## src/rtl/uart_tx.sv

```systemverilog
// UART transmitter fed by an upstream fifo: pops one word, then sends start, data LSB first, and stop.
// Frame timing comes from a baud counter; the serial line is always driven from a register.
module uart_tx #(
  parameter int pClksPerBit    = 104,
  parameter int pFifoDataWidth = 8
) (
  input  logic                      iClk,
  input  logic                      iRst,
  input  logic                      iFifoEmpty,
  input  logic [pFifoDataWidth-1:0] iFifoReadData,
  output logic                      oFifoReadEn,
  output logic                      oTx,
  output logic                      oBusy,
  output logic                      oTxDone
);

  localparam int pBaudW = (pClksPerBit > 1) ? $clog2(pClksPerBit) : 1;
  localparam int pBitW  = (pFifoDataWidth > 1) ? $clog2(pFifoDataWidth) : 1;
  localparam logic [pBaudW-1:0] cBaudLast = pBaudW'(pClksPerBit - 1);
  localparam logic [pBitW-1:0]  cBitLast  = pBitW'(pFifoDataWidth - 1);

  typedef enum logic [2:0] {
    IDLE  = 3'd0,
    FETCH = 3'd1,
    LOAD  = 3'd2,
    START = 3'd3,
    DATA  = 3'd4,
    STOP  = 3'd5
  } tState;

  tState                     stateR;
  tState                     stateNextS;
  logic [pBaudW-1:0]         baudCntR;
  logic [pBitW-1:0]          bitCntR;
  logic [pFifoDataWidth-1:0] shiftR;
  logic                      txR;
  logic                      baudLastS;
  logic                      bitLastS;

  assign baudLastS = (baudCntR == cBaudLast);
  assign bitLastS  = (bitCntR == cBitLast);
  assign oTx       = txR;

  // Next-state decode plus the fifo pop, busy and done strobes.
  always_comb begin
    stateNextS  = stateR;
    oFifoReadEn = 1'b0;
    oBusy       = 1'b1;
    oTxDone     = 1'b0;
    case (stateR)
      IDLE: begin
        oBusy = 1'b0;
        // Never pop while reset is held, so a word cannot be lost to a reset.
        if (!iFifoEmpty && !iRst) begin
          oFifoReadEn = 1'b1;
          stateNextS  = FETCH;
        end else begin
          stateNextS = IDLE;
        end
      end
      FETCH: stateNextS = LOAD;
      LOAD:  stateNextS = START;
      START: begin
        if (baudLastS) begin
          stateNextS = DATA;
        end else begin
          stateNextS = START;
        end
      end
      DATA: begin
        if (baudLastS && bitLastS) begin
          stateNextS = STOP;
        end else begin
          stateNextS = DATA;
        end
      end
      STOP: begin
        if (baudLastS) begin
          oTxDone    = 1'b1;
          stateNextS = IDLE;
        end else begin
          stateNextS = STOP;
        end
      end
      default: begin
        oBusy      = 1'b0;
        stateNextS = IDLE;
      end
    endcase
  end

  // State register, baud/bit counters, shift register and the registered line driver.
  always_ff @(posedge iClk) begin
    if (iRst) begin
      stateR   <= IDLE;
      baudCntR <= {pBaudW{1'b0}};
      bitCntR  <= {pBitW{1'b0}};
      shiftR   <= {pFifoDataWidth{1'b0}};
      txR      <= 1'b1;
    end else begin
      stateR <= stateNextS;
      case (stateR)
        IDLE: begin
          baudCntR <= {pBaudW{1'b0}};
          bitCntR  <= {pBitW{1'b0}};
          txR      <= 1'b1;
        end
        FETCH: begin
          txR <= 1'b1;
        end
        LOAD: begin
          shiftR   <= iFifoReadData;
          baudCntR <= {pBaudW{1'b0}};
          bitCntR  <= {pBitW{1'b0}};
          txR      <= 1'b0;
        end
        START: begin
          if (baudLastS) begin
            baudCntR <= {pBaudW{1'b0}};
            txR      <= shiftR[0];
            shiftR   <= shiftR >> 1;
          end else begin
            baudCntR <= baudCntR + pBaudW'(1);
          end
        end
        DATA: begin
          if (baudLastS) begin
            baudCntR <= {pBaudW{1'b0}};
            if (bitLastS) begin
              bitCntR <= {pBitW{1'b0}};
              txR     <= 1'b1;
            end else begin
              bitCntR <= bitCntR + pBitW'(1);
              txR     <= shiftR[0];
              shiftR  <= shiftR >> 1;
            end
          end else begin
            baudCntR <= baudCntR + pBaudW'(1);
          end
        end
        STOP: begin
          if (baudLastS) begin
            baudCntR <= {pBaudW{1'b0}};
          end else begin
            baudCntR <= baudCntR + pBaudW'(1);
          end
        end
        default: begin
          txR <= 1'b1;
        end
      endcase
    end
  end

endmodule

```

## config.mk

```make
export PLATFORM = sky130hd
export DESIGN_NAME = uart_tx
export DESIGN_NICKNAME = d
export VERILOG_FILES = /design/src/rtl/uart_tx.sv
export SDC_FILE = /design/constraint.sdc
export NUM_CORES = 1
export LEC_CHECK = 0
export CAP_MARGIN = 0
export CORE_ASPECT_RATIO = 0.9
export CORE_MARGIN = 3
export CORE_UTILIZATION = 45
export DETAILED_ROUTE_END_ITERATION = 12
export PLACE_DENSITY = 0.67
export SYNTH_ARGS = -nofsm -noshare
export SYNTH_HDL_FRONTEND = slang
export SYNTH_SLANG_ARGS = --single-unit
```

## constraint.sdc

```tcl
create_clock -name iClk -period 2.7 [get_ports iClk]
set_clock_uncertainty 0.1 [all_clocks]
set_input_delay 0.405 -clock iClk [delete_from_list [all_inputs] [get_ports iClk]]
set_output_delay 0.405 -clock iClk [all_outputs]
set_load 0.01 [all_outputs]
```

; ---- After elaboration in Yosys (flattened, before gate mapping)
; Cells that the tools add are included.
[word_totals]
regBits = 22
output_inout_bits = 4
elab_cells = 55
[classes]
add_sub_neg = 2
eq_ne = 10
mux = 23
bitwise = 1
reduce_logical = 14
[ops]
columns = op, count
row1 = $mux W8, 3
row2 = $pmux W8 S3, 1
row3 = $pmux W3 S6, 1
row4 = $pmux W7 S2, 1
row5 = $mux W3, 4
row6 = $mux W1, 10
row7 = $eq A3 B3 Y1 const B, 3
row8 = $add A7 B1 Y7 const B, 1
row9 = $eq A7 B7 Y1 const B, 1
row10 = $mux W7, 1
row11 = $eq A3 B2 Y1 const B, 2
row12 = $ne A2 B2 Y1 const B, 3
row13 = $pmux W3 S2, 1
row14 = $reduce_or A5 Y1, 1
row15 = $pmux W1 S4, 1
row16 = $reduce_and A4 Y1, 1
row17 = $reduce_bool A2 Y1, 2
row18 = $add A3 B1 Y3 const B, 1
row19 = $eq A3 B1 Y1 const B, 1
row20 = $logic_not A3 Y1, 1
row21 = $reduce_and A3 Y1, 1
row22 = $reduce_bool A3 Y1, 1
row23 = $reduce_or A3 Y1, 1
row24 = $logic_and A1 B1 Y1, 2
row25 = other kinds (4), 5

; ---- Longest topological paths before layout
; Gate-level depths: netlist (run 1).
[depth]
ltp_word = 4
mapped_depth = 6
ltp_nobuf = 6

; ---- Worst setup path before layout (run 1)
; Ideal clock, no wire load.
[synth_timing]
path_kind = reg-to-reg
start = register baudCntR[0]
end = register shiftR[2]
setup_time_ns = 0.139
arrival_time_ns = 1.587
required_ns = 2.461
slack_ns = 0.874
stages_incl_launch_ff = 6
n_path_buf = 0
synth_period_minus_slack_ns = 1.826
cell_sequence = dfxtp_1 > ha_1 > nand3_1 > or4_4 > nand2_2 > a221oi_1
[synth_via]
elab_chain_len = 3
[synth_rtl]
columns = item, line_no
row1 = start: declaration, 33  ; logic [pBaudW-1:0] baudCntR;
row2 = start signal: assignment, 96  ; baudCntR <= {pBaudW{1'b0}};
row3 = start signal: assignment, 104  ; baudCntR <= {pBaudW{1'b0}};
row4 = start signal: assignment, 113  ; baudCntR <= {pBaudW{1'b0}};
row5 = $eq A7 B7 Y1 *, 40  ; assign baudLastS = (baudCntR == cBaudLast);
row6 = $ne A2 B2 Y1 (no source line), --
row7 = $reduce_and A4 Y1 (no source line) *, --
row8 = end signal: assignment, 98  ; shiftR <= {pFifoDataWidth{1'b0}};
row9 = end signal: assignment, 112  ; shiftR <= iFifoReadData;
row10 = end signal: assignment, 121  ; shiftR <= shiftR >> 1;
row11 = end: declaration, 35  ; logic [pFifoDataWidth-1:0] shiftR;
; Mark *: on every way between the ends. The rest lies on a longest branch, timed or not.
; A chain may end at the register's enable or synchronous reset.

; ---- Final worst setup path (run 1)
[layout_timing]
start = register baudCntR[0]
end = output port oTxDone
[layout_via]
elab_chain_len = 3
[layout_rtl]
columns = item, line_no
row1 = $eq A7 B7 Y1, 40
row2 = $mux W1, 78  ; if (baudLastS) begin
row3 = $mux W1, 50  ; case (stateR)
row4 = end: declaration, 14  ; output logic oTxDone
; No other way between the ends.

==> results of run 1 <==
cells in the mapped netlist (all sizes together), types with 4 or more instances:
| cell | number | area, um2 |
|---|---|---|
| a21oi | 9 | 45.0 |
| a221oi | 8 | 70.1 |
| clkbuf | 6 | 23.8 |
| dfxtp | 22 | 440 |
| inv | 6 | 22.5 |
| mux2i | 8 | 80.1 |
| nand2 | 6 | 25.0 |
| nand2b | 4 | 25.0 |
| nand3 | 4 | 20.0 |
| nor2 | 20 | 75.1 |
| nor4 | 4 | 40.0 |
| o21ai | 6 | 30.0 |
path summary, 6_finish.rpt:
kind	from	end
hold reg to reg	bitCntR[1]	bitCntR[1]
setup reg to reg	baudCntR[0]	shiftR[2]
hold / removal	bitCntR[1]	bitCntR[1]
setup / recovery	baudCntR[0]	oTxDone
cell type report:
| type | count | area (um2) |
|---|---|---|
| timing repair buffer | 17 | 163 |
| inverter | 6 | 22.5 |
| tap | 28 | 35.0 |
| multi-input combinational | 108 | 751 |
| sequential | 22 | 440 |
| clock buffer | 3 | 22.5 |
| fill | 253 | 1100 |
routing by layer:
metal,track usage (%),up-vias,share of wire (%)
met3,3.48,3,5.1
met1,22.8,514,47
met2,27.0,23,46
met5,0,-,0
met4,5.88,0,1.2
li1,-,566,-
critical path: cells and delay by family, from the launching register on:
kind,cells,cell delay [ps]
simple gates,3,540
fa+ha+maj,1,260
flops,1,420
buf+inv,1,550
per-stage QoR:
stage | setup WS (ps) | power [uW] | cells | util, %
after floorplan | 874 | 415 | 144 | -
after global placement | 279 | 449 | 181 | 55.3
after detailed placement | 240 | 451 | 181 | 55.3
after CTS | 46.0 | 598 | 184 | 56.2
after global routing | 0.366 | 621 | 184 | 56.6
final | 126 | 593 | 184 | 56.6
report_power, final:
group / internal (uW) / switching, uW / total (uW)
combinational: 49.3 / 39.8 / 89.0
clock: 52.2 / 97.9 / 150
sequential: 339 / 15.2 / 354
logic make-up after synthesis:
| kind of cell | count (synthesis) |
|---|---|
| simple gates | 52 |
| compound gates | 44 |
| flops | 22 |
| buf+inv | 14 |
| mux | 8 |
| fa+ha+maj | 3 |
| xor+xnor | 1 |
flip-flops by register name (all words and copies together) (netlist names):
register  count
bitCntR       3
stateR        3
shiftR        8
oTx           1
baudCntR      7
==> key figures, run 1 <==
Place
  – GPL Wtd Cong: around 0.8
  – Placement Cell Area: approximately 1400 um2
  – Post-DP HPWL: around 1.9 mm
  – Buffers on Ports: 14

Critical path
  – CP cell instances: ha_2 -> and3_1 -> nand3_2 -> nor2_1 -> clkdlybuf4s50_1
  – Worst EP arrival: a little over 2000 ps
  – CP startpoint kind: register
  – Slowest-stage cell, CP: clkdlybuf4s50_1
  – Worst Setup Path Type: register to primary output
  – CP endpoint kind: primary output
  – Maximum fanout along the worst path: 6
  – Cells on worst reg2reg path: 5
  – Crit path required time: around 2200 ps
  – R2R Setup Slk: about 660 ps
  – Crit path largest cell delay: 550 ps

Finish
  – Most frequent cells in the layout: dfxtp_1 (22), nor2_1 (20), clkdlybuf4s50_1 (14), a21oi_1 (9)
  – Post-route cell area: roughly 1400 um2
  – Area Overhead vs Synth: 16.1%
  – Commonest non-fill, non-tap cell in the layout: dfxtp_1
  – Layout cells sized above 1: around a tenth
  – Nets: between 150 and 200
  – Ant diodes: 0

Worst hold path
  – Hold WC Path Type: register to register
  – WHS Path Cells: 1

Power and ir drop
  – Worst vdd ir: between 150 and 200 uV
  – Leakage power: about 0.00054 uW
  – Cell Pwr Density: 414 nW/um2

STA
  – Worst slew pin tran: approximately 670 ps
  – Final Hold Fails: 0
  – Part of the cycle the worst path needs: between 90 and 100%
  – Max Fclk: ~0.4 GHz
  – Setup_tns: 0 ps
  – WHS: 398 ps
  – Unrepaired setup endpoints after global routing: no
  – Finish-stage setup viols: 0
  – Final slew viol count: 0
  – Slew headroom: between 50% and 60%
  – Final Critical Period: ~2600 ps

Clock network
  – Worst-path clk slew: about 120 ps
  – Clock latency at the later pin of the worst-skew pair: between 300 and 400 ps
  – Post-CTS Setup Bufs: 0
  – Num CTS Buffers: 3
  – Max Root-Sink Buffers: 2
  – Clk sinks: 22
  – Count of cells resized by post-cts repair: 0
  – Root Driver: clkbuf_4
  – H-tree depth: 1
  – Post-CTS Hold Buffers: 0
  – TritonCTS clock tree: built

GRT
  – Total grt overflow: 0
  – Global-route wire length before repair: around 4.6 mm
  – Initial antenna violation count: 0
  – Total Routing Usage GR: 17.2%
  – Largest net degree at the start of global routing: 21
  – Vias in the first global route: 1110

Yosys
  – Post-synth cell types: 42
  – Post-Synth XOR/XNOR Area: less than 1%
  – Synthesized flop and latch total: 22
  – Main combinational cell family by area after synthesis: compound AO/OA/AOI/OAI gates
  – Mapped Area: 1230 um2
  – Seq/Total Area, Yosys: between 30 and 40%
  – Adder-cell area share of the yosys netlist: 3.04%
  – Avg Cell Area, Syn: approximately 8.6 um2
  – Synth Area in Compound Gates: between 20% and 30%
  – Syn Inst Count: between 100 and 150
  – Async S/R FF share, synth: 0%
  – Yosys Warn Count: 0
  – EDFF count, synth: 0
  – Top_reg_cell synth: dfxtp_1
  – Syn nets: 158
  – Post-synthesis simple-gate area fraction: between 20% and 30%
  – Mux cell area share after synthesis: 6.48%

Floorplan
  – Row count: 17
  – Core ar.: 2530 um2
  – Die footprint: 3410 um2
  – Starting Density: between 40% and 50%
  – Chip height: 55.7 um
  – I/O pin count: 15
  – Die width: about 61 um

Drt
  – DR vias/cell: 6.01
  – Routed Antenna Nets: 0
  – Drt wl/cell: 14.1 um
  – Vias: 1106
  – DRT iter0 DRCs: 25
  – Router iterations before antenna repair: 4
  – # DRC: 0
  – Detailed Route WL: ~2.6 mm

Job
  – Max-Cap Viols: 0

Status
  – Status: completed
Note: power is estimated with default switching activity, not from simulation.
==> run 2: changes to the inputs <==
--- a/config.mk
+++ b/config.mk
@@ -9,6 +9,7 @@
 export CORE_ASPECT_RATIO = 0.9
 export CORE_MARGIN = 3
 export CORE_UTILIZATION = 45
+export CTS_BUF_LIST = sky130_fd_sc_hd__clkbuf_8
 export DETAILED_ROUTE_END_ITERATION = 12
 export PLACE_DENSITY = 0.67
 export SYNTH_ARGS = -nofsm -noshare
==> run 2 against run 1 <==
Die area stayed put. Cell count stayed put. Highest routed layer unchanged. Non-clock buffer count stayed put. Critical endpoint unchanged. Largest power group unchanged. Routed wire length is 0.15% higher. Global-route usage is 0.14 points higher. Sequential power hardly changed. Fmax is 0.47% higher. Design area is 0.96% higher. Sequential share of layout area is 0.29 points lower.
==> key figures, run 2 (same netlist as run 1, synthesis figures left out) <==
Clock network
  – Max Root-Sink Buffers: 2
  – Root Driver: clkbuf_8
  – Clk sinks: 22
  – Num CTS Buffers: 3
  – Clock latency at the later pin of the worst-skew pair: about 260 ps
  – Worst-path clk slew: roughly 70 ps
  – H-tree depth: 1
  – TritonCTS clock tree: built

Critical path
  – Crit path required time: approximately 2200 ps
  – Worst EP arrival: 2060 ps
  – R2R Setup Slk: approximately 680 ps
  – Crit path largest cell delay: between 500 and 600 ps
  – CP cell instances: ha_2 -> and3_1 -> nand3_1 -> nor2_1 -> clkdlybuf4s50_1
  – CP endpoint kind: primary output
  – Launching point of the worst reg2reg path: baudCntR[0]
  – Slowest-stage cell, CP: clkdlybuf4s50_1
  – Largest delay share family, worst path: simple AND/OR/NAND/NOR gates
  – CP startpoint kind: register
  – Buf/Inv on CP: 1
  – Maximum fanout along the worst path: 6
  – Cells on worst reg2reg path: 5
  – Worst Setup Path Type: register to primary output
  – FF-to-FF End: shiftR[2]

Drt
  – # DRC: 0
  – Routed Antenna Nets: 0
  – Detailed Route WL: around 2.6 mm
  – Router iterations before antenna repair: 4
  – DR vias/cell: slightly below 6
  – Drt wl/cell: 14.1 um
  – Vias: between 1000 and 1500
  – DRT iter0 DRCs: 36

STA
  – Setup WS post-layout: 138 ps
  – Max Fclk: approximately 0.4 GHz
  – Finish-stage setup viols: 0
  – Setup_tns: 0 ps
  – Final slew viol count: 0
  – Slew headroom: between 50% and 60%
  – Part of the cycle the worst path needs: a little over nine tenths
  – Final Critical Period: around 2600 ps
  – Unrepaired setup endpoints after global routing: no
  – Worst slew pin tran: between 600 and 700 ps
  – Final Hold Fails: 0

Finish
  – Top reg by flops: shiftR
  – Area Overhead vs Synth: 17.2%
  – Fin util: a little under three fifths
  – Most frequent cells in the layout: dfxtp_1 (22), nor2_1 (20), clkdlybuf4s50_1 (14), a21oi_1 (9)
  – Ant diodes: 0
  – Nets: about 170
  – Commonest non-fill, non-tap cell in the layout: dfxtp_1
  – Fin cells: ~180
  – Post-route cell area: between 1000 and 1500 um2
  – Max reg flops: 8
  – Biggest regs: shiftR x8, baudCntR x7
  – Layout cells sized above 1: 9.62%

Power and ir drop
  – Switching share of power: around a quarter
  – Psw: between 150 and 200 uW
  – Comb pwr share: about 14%
  – Worst vdd ir: roughly 220 uV
  – Cell Int Power: between 400 and 500 uW
  – Cell Pwr Density: 443 nW/um2
  – Leakage power: 0.000550 uW
  – Sequential power share: 55.2%
  – Clock power frac: a little under a third

Floorplan
  – Row count: 17
  – Chip height: ~56 um
  – Die footprint: between 3000 and 4000 um2
  – Starting Density: between 40 and 50%
  – Core ar.: between 2000 and 3000 um2
  – I/O pin count: 15
  – Die width: around 61 um

Worst hold path
  – Hold WC Path Type: register to register
  – WHS Path Cells: 1
  – HP Start: bitCntR[2]
  – Worst Hold Endpoint: bitCntR[2]

GRT
  – GR peak layer: met2
  – Largest net degree at the start of global routing: 21
  – Met3 GRT Util: 3.48%
  – M2 GR Usage: a little over a quarter
  – Total Routing Usage GR: between 10% and 20%
  – Global-route wire length before repair: approximately 4.6 mm
  – Total grt overflow: 0
  – Initial antenna violation count: 0
  – Vias in the first global route: roughly 1100
  – M1 GR Usage: 22.8%

Place
  – Placement Cell Area: between 1000 and 1500 um2
  – GPL Wtd Cong: roughly 0.80
  – Worst slack, placed: ~240 ps
  – Post-DP HPWL: 1.90 mm
  – Placed Cells incl. Taps: between 150 and 200
  – Buffers on Ports: 14

Job
  – Max-Cap Viols: 0

Status
  – Status: completed
run 2: cell counts in the layout (fill, tap and decap cells not counted):
No cell type changed its count.
run 2: worst max path at each step:
stage                      from           to  slack (ps)  depth (start not counted)
finish              baudCntR[0]      oTxDone         140                          5
global route        baudCntR[0]      oTxDone           8                          5
CTS                 baudCntR[0]      oTxDone         110                          5
detailed placement         iRst  oFifoReadEn         240                          4
global placement           iRst  oFifoReadEn         280                          4
floorplan           baudCntR[0]    shiftR[2]         870                          5
run 2: per-stage QoR:
step | power [uW] | hold slack (ps)
after floorplan | 415 | 346
after global placement | 449 | 366
after detailed placement | 451 | 372
after CTS | 650 | 399
after global routing | 672 | 412
final | 641 | 389
run 2: worst reg2reg max path: stages (launching register included):
cell	delay [ps]
dfxtp_1	400
ha_2	260
nand3_1	300
or4_4	590
nand2_2	140
a221oi_1	100
run 2: timing repair:
item | 4_1_cts | 5_1_grt
hold endpoints to repair | 0 | 0
hold buffers | 0 | 0
buffers inserted | 0 | 0
gates resized for setup | 0 | 2
endpoints found under the setup margin | 0 | 1
run 2: metal layers:
layer | share of wire, % | vias to the layer above
li1 | - | 564
met5 | 0 | -
met3 | 4.7 | 4
met1 | 48 | 509
met4 | 1.4 | 0
met2 | 46 | 18
run 2: area by class of cell:
type | count | area (um2)
Clock buffer | 3 | 41.3
Fill cell | 253 | 1080
Inverter | 6 | 22.5
Multi-Input combinational cell | 108 | 746
Sequential cell | 22 | 440
Tap cell | 28 | 35.0
Timing Repair Buffer | 17 | 163
run 2: power groups by stage:
stage	combinational (uW)	sequential, uW	clock (uW)
after floorplan	61.9	353	0
after global placement	88.3	361	0
after detailed placement	89.4	361	0
after CTS	90.1	354	207
after global routing	101	356	216
final	88.9	354	198
